File: src/rtl/adder_share_sequencer_pkg.sv
// Shared encodings for the adder/display sharing block and its arbiter.
// Latency: n/a (types and constants only).
// Backpressure: n/a.
package adder_share_sequencer_pkg;

    localparam int WIDTH_DEF = 4;

    typedef enum logic [1:0] {
        IDLE = 2'd0,
        ADD  = 2'd1,
        HOLD = 2'd2,
        DONE = 2'd3
    } state_t;

    localparam logic OWN_A = 1'b0;
    localparam logic OWN_B = 1'b1;

    // A hold time of zero still needs one HOLD cycle for the FSM to pass through.
    function automatic int hold_eff(input int h);
        return (h < 1) ? 1 : h;
    endfunction

endpackage

File: src/rtl/adder_share_sequencer_if.sv
// Bundle of requester, adder and display signals around the sharing sequencer.
// Latency: n/a (wiring only).
// Backpressure: requesters hold req until their ack pulse is seen.
// Ports: req/op1/op2 per requester, add_in1/add_in2/add_out to the adder,
//        disp_val/disp_en to the display decoder, ack_a/ack_b/owner/busy status.
interface adder_share_sequencer_if
    import adder_share_sequencer_pkg::*;
#(
    parameter int WIDTH = WIDTH_DEF
);
    logic             req_a;
    logic [WIDTH-1:0] op1_a;
    logic [WIDTH-1:0] op2_a;
    logic             req_b;
    logic [WIDTH-1:0] op1_b;
    logic [WIDTH-1:0] op2_b;
    logic [WIDTH-1:0] add_in1;
    logic [WIDTH-1:0] add_in2;
    logic [WIDTH-1:0] add_out;
    logic [WIDTH-1:0] disp_val;
    logic             disp_en;
    logic             ack_a;
    logic             ack_b;
    logic             owner;
    logic             busy;

    // Sequencer side.
    modport slave (
        input  req_a, op1_a, op2_a, req_b, op1_b, op2_b, add_out,
        output add_in1, add_in2, disp_val, disp_en, ack_a, ack_b, owner, busy
    );

    // Requester / adder / display side.
    modport master (
        output req_a, op1_a, op2_a, req_b, op1_b, op2_b, add_out,
        input  add_in1, add_in2, disp_val, disp_en, ack_a, ack_b, owner, busy
    );

endinterface

File: src/rtl/rr_arbiter2.sv
// Two-way round-robin arbiter: on a tie, grants the side that did not win last.
// Latency: combinational, zero cycles.
// Backpressure: none; caller decides when to act on grant_valid.
// Ports: req_a, req_b, last_owner in; grant_valid, grant_id out (OWN_A/OWN_B).
module rr_arbiter2
    import adder_share_sequencer_pkg::*;
(
    input  logic req_a,
    input  logic req_b,
    input  logic last_owner,
    output logic grant_valid,
    output logic grant_id
);

    always_comb begin
        grant_valid = req_a | req_b;
        grant_id    = OWN_A;
        if (req_a && req_b) begin
            grant_id = ~last_owner;
        end else if (req_b) begin
            grant_id = OWN_B;
        end
    end

endmodule

File: src/rtl/adder_share_sequencer.sv
// Shares one adder and display path between requesters A and B, round-robin.
// Latency: operands at adder 1 cycle after grant, sum displayed from cycle 2, ack at HOLD+2.
// Backpressure: losing/late requests wait in place; req must stay high until ack.
// Ports: clk, rst (sync, active-high); bus = slave modport of adder_share_sequencer_if.
module adder_share_sequencer
    import adder_share_sequencer_pkg::*;
#(
    parameter int WIDTH       = WIDTH_DEF,
    parameter int HOLD_CYCLES = 4
) (
    input  logic                  clk,
    input  logic                  rst,
    adder_share_sequencer_if.slave bus
);

    localparam int HC = hold_eff(HOLD_CYCLES);
    localparam int CW = (HC > 1) ? $clog2(HC) : 1;

    state_t           state;
    logic [CW-1:0]    cnt;
    logic             grant_valid;
    logic             grant_id;
    logic [WIDTH-1:0] sel_op1;
    logic [WIDTH-1:0] sel_op2;

    rr_arbiter2 u_arb (
        .req_a       (bus.req_a),
        .req_b       (bus.req_b),
        .last_owner  (bus.owner),
        .grant_valid (grant_valid),
        .grant_id    (grant_id)
    );

    always_comb begin
        sel_op1 = (grant_id == OWN_B) ? bus.op1_b : bus.op1_a;
        sel_op2 = (grant_id == OWN_B) ? bus.op2_b : bus.op2_a;
    end

    always_ff @(posedge clk) begin
        if (rst) begin
            state        <= IDLE;
            cnt          <= '0;
            bus.add_in1  <= '0;
            bus.add_in2  <= '0;
            bus.disp_val <= '0;
            bus.disp_en  <= 1'b0;
            bus.ack_a    <= 1'b0;
            bus.ack_b    <= 1'b0;
            bus.busy     <= 1'b0;
            // Owner starts as B so that A wins the first tie.
            bus.owner    <= OWN_B;
        end else begin
            // Acks are single-cycle pulses, only ever raised for the DONE cycle.
            bus.ack_a <= 1'b0;
            bus.ack_b <= 1'b0;
            case (state)
                IDLE: begin
                    if (grant_valid) begin
                        bus.owner   <= grant_id;
                        bus.add_in1 <= sel_op1;
                        bus.add_in2 <= sel_op2;
                        bus.busy    <= 1'b1;
                        state       <= ADD;
                    end
                end
                ADD: begin
                    // Adder has had a full cycle to settle on the latched operands.
                    bus.disp_val <= bus.add_out;
                    bus.disp_en  <= 1'b1;
                    cnt          <= CW'(HC - 1);
                    state        <= HOLD;
                end
                HOLD: begin
                    if (cnt == '0) begin
                        state <= DONE;
                        if (bus.owner == OWN_B) begin
                            bus.ack_b <= 1'b1;
                        end else begin
                            bus.ack_a <= 1'b1;
                        end
                    end else begin
                        cnt <= cnt - 1'b1;
                    end
                end
                DONE: begin
                    bus.busy <= 1'b0;
                    state    <= IDLE;
                end
                default: state <= IDLE;
            endcase
        end
    end

endmodule
File: src/flat_wrapper.sv
// flat-port wrapper written by rule: the top's interface ports become plain ports
module adder_share_sequencer_flat import adder_share_sequencer_pkg::*;
#(
    parameter int WIDTH       = WIDTH_DEF,
    parameter int HOLD_CYCLES = 4
)
  (clk, rst, bus_req_a, bus_op1_a, bus_op2_a, bus_req_b, bus_op1_b, bus_op2_b, bus_add_out, bus_add_in1, bus_add_in2, bus_disp_val, bus_disp_en, bus_ack_a, bus_ack_b, bus_owner, bus_busy);
  adder_share_sequencer_if #(.WIDTH(WIDTH)) bus_i ();
  input  logic clk;
  input  logic rst;
  input wire logic [$bits(bus_i.req_a)-1:0] bus_req_a;
  input wire logic [$bits(bus_i.op1_a)-1:0] bus_op1_a;
  input wire logic [$bits(bus_i.op2_a)-1:0] bus_op2_a;
  input wire logic [$bits(bus_i.req_b)-1:0] bus_req_b;
  input wire logic [$bits(bus_i.op1_b)-1:0] bus_op1_b;
  input wire logic [$bits(bus_i.op2_b)-1:0] bus_op2_b;
  input wire logic [$bits(bus_i.add_out)-1:0] bus_add_out;
  output wire logic [$bits(bus_i.add_in1)-1:0] bus_add_in1;
  output wire logic [$bits(bus_i.add_in2)-1:0] bus_add_in2;
  output wire logic [$bits(bus_i.disp_val)-1:0] bus_disp_val;
  output wire logic [$bits(bus_i.disp_en)-1:0] bus_disp_en;
  output wire logic [$bits(bus_i.ack_a)-1:0] bus_ack_a;
  output wire logic [$bits(bus_i.ack_b)-1:0] bus_ack_b;
  output wire logic [$bits(bus_i.owner)-1:0] bus_owner;
  output wire logic [$bits(bus_i.busy)-1:0] bus_busy;
  assign bus_i.req_a = bus_req_a;
  assign bus_i.op1_a = bus_op1_a;
  assign bus_i.op2_a = bus_op2_a;
  assign bus_i.req_b = bus_req_b;
  assign bus_i.op1_b = bus_op1_b;
  assign bus_i.op2_b = bus_op2_b;
  assign bus_i.add_out = bus_add_out;
  assign bus_add_in1 = bus_i.add_in1;
  assign bus_add_in2 = bus_i.add_in2;
  assign bus_disp_val = bus_i.disp_val;
  assign bus_disp_en = bus_i.disp_en;
  assign bus_ack_a = bus_i.ack_a;
  assign bus_ack_b = bus_i.ack_b;
  assign bus_owner = bus_i.owner;
  assign bus_busy = bus_i.busy;
  adder_share_sequencer #(.WIDTH(WIDTH), .HOLD_CYCLES(HOLD_CYCLES)) u_core (.clk(clk), .rst(rst), .bus(bus_i));
endmodule
File: config.mk
export PLATFORM = sky130hd
export DESIGN_NAME = adder_share_sequencer_flat
export DESIGN_NICKNAME = d
export VERILOG_FILES = /design/src/rtl/adder_share_sequencer_pkg.sv /design/src/rtl/adder_share_sequencer_if.sv /design/src/rtl/rr_arbiter2.sv /design/src/rtl/adder_share_sequencer.sv /design/src/flat_wrapper.sv
export SDC_FILE = /design/constraint.sdc
export NUM_CORES = 1
export LEC_CHECK = 0
export BUFFER_PORTS_ARGS = -buffer_cell sky130_fd_sc_hd__buf_4
export CAP_MARGIN = 10
export CORE_MARGIN = 4
export CORE_UTILIZATION = 49
export DETAILED_ROUTE_END_ITERATION = 16
export GPL_TIMING_DRIVEN = 0
export PLACE_DENSITY = 0.81
export SLEW_MARGIN = 10
export SYNTH_ARGS = -nofsm -noshare
export SYNTH_HDL_FRONTEND = slang
export SYNTH_SLANG_ARGS = --single-unit
export TNS_END_PERCENT = 50
File: constraint.sdc
create_clock -name clk -period 3.5 [get_ports clk]
set_input_delay 0 -clock clk [delete_from_list [all_inputs] [get_ports clk]]
set_output_delay 0 -clock clk [all_outputs]
set_load 0.005 [all_outputs]
# [Word-level counts from Yosys, hierarchy flattened]
# Cells that the tools add are included.
[classes] addsub=1 eq_ne=6 muxes=13 n_bitwise=4 n_reduce_logical=10
[ops] op="two-way mux 4 bit" n=2
[ops] op="case mux 2 bit (4 select lines)" n=1
[ops] op="AND reduction 2 bit" n=4
[ops] op="two-way mux 2 bit" n=3
[ops] op="two-way mux 1 bit" n=5
[ops] op="== test 2 bit, second input constant" n=2
[ops] op="zero test 2 bit" n=2
[ops] op="inequality test 2 x 1 -> 1 bit, second input constant" n=2
[ops] op="case mux 2 bit (2 select lines)" n=1
[ops] op="nonzero test 2 bit" n=2
[ops] op="inverter 1 bit" n=3
[ops] op="OR reduction 3 bit" n=1
[ops] op="== test 2 x 1 -> 1 bit, second input constant" n=1
[ops] op="inequality test 2 bit, second input constant" n=1
[ops] op="case mux 1 bit (2 select lines)" n=1
[ops] op="subtractor 2 x 1 -> 2 bit, second input constant" n=1
[ops] op="logical AND 1 bit" n=1
[ops] op="bitwise OR 1 bit" n=1
[word_totals] ff_bits=21 inputBits=24 out_inout_bits=17

# [Logic depth before layout (Yosys ltp)]
[logic_depth] word_depth=3 depth_mapped=7

# [Cells and area by module]
# A second synthesis with hierarchy kept.
[hier_totals] hier_cells=98 area_unflattened_um2=972.2
[by_module_without_submodules] module="adder_share_sequencer" n_inst=1 cells_per_inst=96 area_each_um2=958.4 seq_area_each_um2=420.4
[by_module_without_submodules] module="rr_arbiter2" n_inst=1 cells_per_inst=2 area_each_um2=13.8 seq_area_each_um2=0.0

# [Worst setup path before layout]
# No wires, ideal clock.
[synth_path] path_kind="flip-flop to flip-flop" from="reg u_core.state[0]" to="reg u_core.state[1]" setup_ns=0.087 arrival_ns=1.367 required_ns=3.413 setup_slack_ns=2.045 stages_incl_launch_ff=6 synth_period_minus_slack_ns=1.455 path_cell_list="dfxtp_1 > inv_1 > ha_1 > nor3b_1 > or4b_1 > o31ai_1"
[synth_between] elab_chain_len=3 word_cells_on_any_way=8 classes_between="5 x eq/ne; 1 x mux; 2 x reduce/logical"
[synth_rtl] element="start, declared" line_no="adder_share_sequencer.sv:19" rtl="state_t state;"
[synth_rtl] element="start signal, assigned" line_no="adder_share_sequencer.sv:41" rtl="state <= IDLE;"
[synth_rtl] element="start signal, assigned" line_no="adder_share_sequencer.sv:63" rtl="state <= ADD;"
[synth_rtl] element="start signal, assigned" line_no="adder_share_sequencer.sv:71" rtl="state <= HOLD;"
[synth_rtl] element="== test 2 bit or zero test 2 bit (tied branches)" line_no="adder_share_sequencer.sv:56" rtl="case (state)"
[synth_rtl] element="inequality test 2 x 1 -> 1 bit (no line)"
[synth_rtl] element="AND reduction 2 bit (no line)"
# Several ways; a longest one is shown, not always the timed one.
# A chain may end at the register's enable or synchronous reset.

# [Worst setup path after layout]
[layout_path] from="reg u_core.state[1]" to="reg u_core.bus.add_in2[3]"
[layout_between] elab_chain_len=2
[layout_rtl] element="zero test 2 bit" line_no="adder_share_sequencer.sv:56"
[layout_rtl] element="AND reduction 2 bit (no line)"
[layout_rtl] element="end signal, assigned" line_no="adder_share_sequencer.sv:61" rtl="bus.add_in2 <= sel_op2;"
[layout_rtl] element="end, declared" line_no="adder_share_sequencer_if.sv:30" rtl="output add_in1, add_in2, disp_val, disp_en, ack_a, ack_b, owner, busy"
# No other way between the ends.

==> summary.txt <==
Job
  – Max-cap viol count: 0

Synthesis
  – Mean Syn Cell Area: 8.971 um^2
  – Post-Syn Nets: 136
  – Syn Inst Count: 106
  – Seq cells post-synth: 21
  – Most area-hungry cell type in the Yosys netlist: dfxtp_1
  – Seq/Total Area, Yosys: 44.21%
  – EDFF count, synth: 0
  – Synth top area cells: dfxtp_1, ha_1, nand2_1, nor2_1, a311oi_1
  – Share of the synthesized area in the top cell type: 44.21%
  – Fraction of registers with async set/reset: 0%
  – Ys Warns: 0
  – Ys flop type: dfxtp_1
  – Post-Syn Area: 950.9 um^2
  – Post-synth cell types: 26

Floorplan
  – Die width: 52.05 um
  – Die area: 2709 um^2
  – Ports: 41
  – Chip Height: 52.05 um
  – Initial cell density of the core: 53.33%
  – Core box area: 1783 um^2
  – Rows: 15

CTS
  – Clock sink count: 21
  – CTS Root Cell: clkbuf_4
  – CTS Buffer Depth: 2
  – Post-CTS setup buffers: 0
  – CTS Buf Count: 3
  – CTS Hold Bufs: 21
  – CTS clk-pin slew, worst paths: 0.12 ns
  – H-tree Lvls: 1
  – CTS tree: yes
  – Clock Latency Late Sink: 0.30 ns
  – Post-CTS sizing: 0

Critical path
  – Critical path arrival: 2.33 ns
  – Crit-path max FO: 10
  – Most common cell on crit path: buf_6
  – Reg2reg setup slack: 1.43 ns
  – CP Cell Sequence: inv_1 -> ha_1 -> o21a_1 -> buf_6 -> buf_6 -> nor2_2 -> a311oi_2 -> dlygate4sd3_1
  – CP max-delay cell: dlygate4sd3_1
  – Crit Path Category: flop to flop
  – Reg2reg path depth: 8
  – CP required: 3.76 ns
  – R2r startpoint: u_core.state[1]$_SDFFE_PP0P_
  – Worst setup EP type: flop
  – Nature of the critical path startpoint: flop
  – CP max stage delay: 0.57 ns
  – Critical R2R Capture: u_core.bus.add_in2[3]$_SDFFE_PP0P_

Finish
  – Core Util, Final: 85.33%
  – Post-route design area: 1521 um^2
  – Layout cells sized above 1: 30.41%
  – Most frequent cells in the layout: buf_4, dlygate4sd3_1, dfxtp_1, nand2_1, nor2_1
  – Final net count: 202
  – Synth-to-layout area growth: 60.00%
  – Non-Filler Instances: 197
  – Most common cell after layout, fill and taps aside: buf_4
  – Filler cell count in the final layout: 104

STA
  – WHS: 0.1110 ns
  – Unrepaired setup endpoints after global routing: false
  – # setup viols final: 0
  – Slew Viols, Final: 0
  – Rel. slew slack: 68.83%
  – Period minus WS final: 2.074 ns
  – Clk_skew: 0.006856 ns
  – Fin crit share: 59.25%
  – Achievable Freq: 482.2 MHz
  – Worst setup margin: 1.426 ns
  – Total negative slack: 0 ns
  – Worst slew pin tran: 0.4676 ns
  – Hold Fails Final Rpt: 0

Pwr
  – Sw frac: 36.84%
  – P_leak: 0.7033 nW
  – Total power: 1.033 mW
  – Pwr dens: 678.7 nW/um^2
  – VDD IR max: 0.4766 mV
  – Internal: 0.6522 mW
  – Switch Pwr: 0.3804 mW
  – Clk pwr share: 11.4%
  – Logic gate share of total power: 52.3%
  – Flop pwr share: 36.4%

Drt
  – Drt pass-1 iters: 4
  – Drt first-iter violations: 26
  – Post-DRT Antenna Nets: 0
  – # DRC: 0
  – Total number of vias: 1003
  – Routed length per placed instance: 14.75 um
  – Final WL: 2.905 mm
  – Via density: 5.091

Placement
  – Post-Place Cells: 171
  – Setup Slack @ Placement: 1.934 ns
  – PortBufs: 40
  – DP HPWL: 1.760 mm
  – Routability cong.: 0.7407
  – Dpl cell area: 1282 um^2

Worst hold path
  – Hold WC Path Type: input port to flop
  – Hold path start: bus_req_a
  – Min-Delay Endpoint: u_core.bus.owner$_SDFFE_PP1P_
  – Cells on Worst Hold Path: 3

GRT
  – Total gr overflow: 0
  – Initial antenna violation count: 0
  – First-pass GRT wire length: 4.636 mm
  – Pin count of the biggest net entering global routing: 12
  – GR Util All Layers: 23.00%
  – Vias in the first global route: 1089

Run status
  – Status: completed
-- power groups by stage --
stage | Sequential [mW] | Clock, mW | Combinational [mW]
after detailed placement | 0.373 | 0 | 0.458
after CTS | 0.368 | 0.118 | 0.517
after global placement | 0.370 | 0 | 0.440
after floorplan | 0.374 | 0 | 0.286
after global routing | 0.383 | 0.129 | 0.587
final | 0.376 | 0.117 | 0.540
-- cells in the mapped netlist, types with 2 or more instances --
| library cell | instances |
|---|---|
| nor2_1 | 17 |
| dfxtp_1 | 21 |
| clkbuf_1 | 2 |
| a311oi_1 | 7 |
| mux2i_1 | 4 |
| ha_1 | 6 |
| o21ai_0 | 2 |
| buf_6 | 2 |
| nand2_1 | 19 |
| a21oi_1 | 2 |
| a211oi_1 | 2 |
| nor3b_1 | 2 |
| buf_2 | 2 |
| inv_1 | 5 |
| o21a_1 | 2 |
-- worst max path at each step --
stage | from | to | slack (ns) | cells after the start
global route | u_core.state[0]$_SDFFE_PP0P_ | u_core.bus.add_in2[3]$_SDFFE_PP0P_ | 1.34 | 8
detailed placement | u_core.state[0]$_SDFFE_PP0P_ | u_core.state[1]$_SDFFE_PP0P_ | 1.93 | 5
CTS | u_core.state[1]$_SDFFE_PP0P_ | u_core.bus.add_in2[3]$_SDFFE_PP0P_ | 1.50 | 8
global placement | u_core.state[0]$_SDFFE_PP0P_ | u_core.state[1]$_SDFFE_PP0P_ | 1.95 | 5
finish | u_core.state[1]$_SDFFE_PP0P_ | u_core.bus.add_in2[3]$_SDFFE_PP0P_ | 1.43 | 8
floorplan | u_core.state[0]$_SDFFE_PP0P_ | u_core.state[1]$_SDFFE_PP0P_ | 2.05 | 5
-- critical path: cells and delay by family, from the launching register on --
kind                       cells  cell delay, ns
and+or+nand+nor                1            0.05
DFF                            1            0.37
buffers and inverters          4            0.99
adders and majority gates      1            0.24
AOI/OAI and AO/OA              2            0.38
-- layer usage --
| metal | wire length [um] | track usage (%) |
|---|---|---|
| met1 | 1181 | 25.04 |
| met2 | 1508 | 41.84 |
| met3 | 122 | 3.152 |
| met4 | 93 | 13.10 |
| met5 | 0 | 0 |
-- kinds of logic after synthesis --
logic type,synth area share [%]
AO/OA/AOI/OAI,18.16
buffers and inverters,6.185
multiplexers,4.211
AND/OR/NAND/NOR,19.34
adder cells (fa/ha/maj),7.895
flip-flops,44.21
-- layout make-up --
type	count	area [um^2]	area share [%]
Sequential cell	21	420.4	27.63
Clock buffer	4	26.28	1.727
Inverter	5	18.77	1.234
Buffer	6	40.04	2.632
Timing Repair Buffer	61	510.5	33.55
Tap cell	25	31.28	2.056
Antenna cell	1	2.502	0.1645
Multi-Input combinational cell	74	471.7	31.00
-- registers in the layout, indices dropped and copies added (netlist names) --
signal               flops
u_core.bus.add_in2       4
u_core.bus.busy          1
u_core.bus.add_in1       4
u_core.state             2
u_core.bus.owner         1
u_core.bus.disp_en       1
u_core.cnt               2
u_core.bus.disp_val      4
u_core.bus.ack_a         1
u_core.bus.ack_b         1
(Power assumes the default switching activity.)
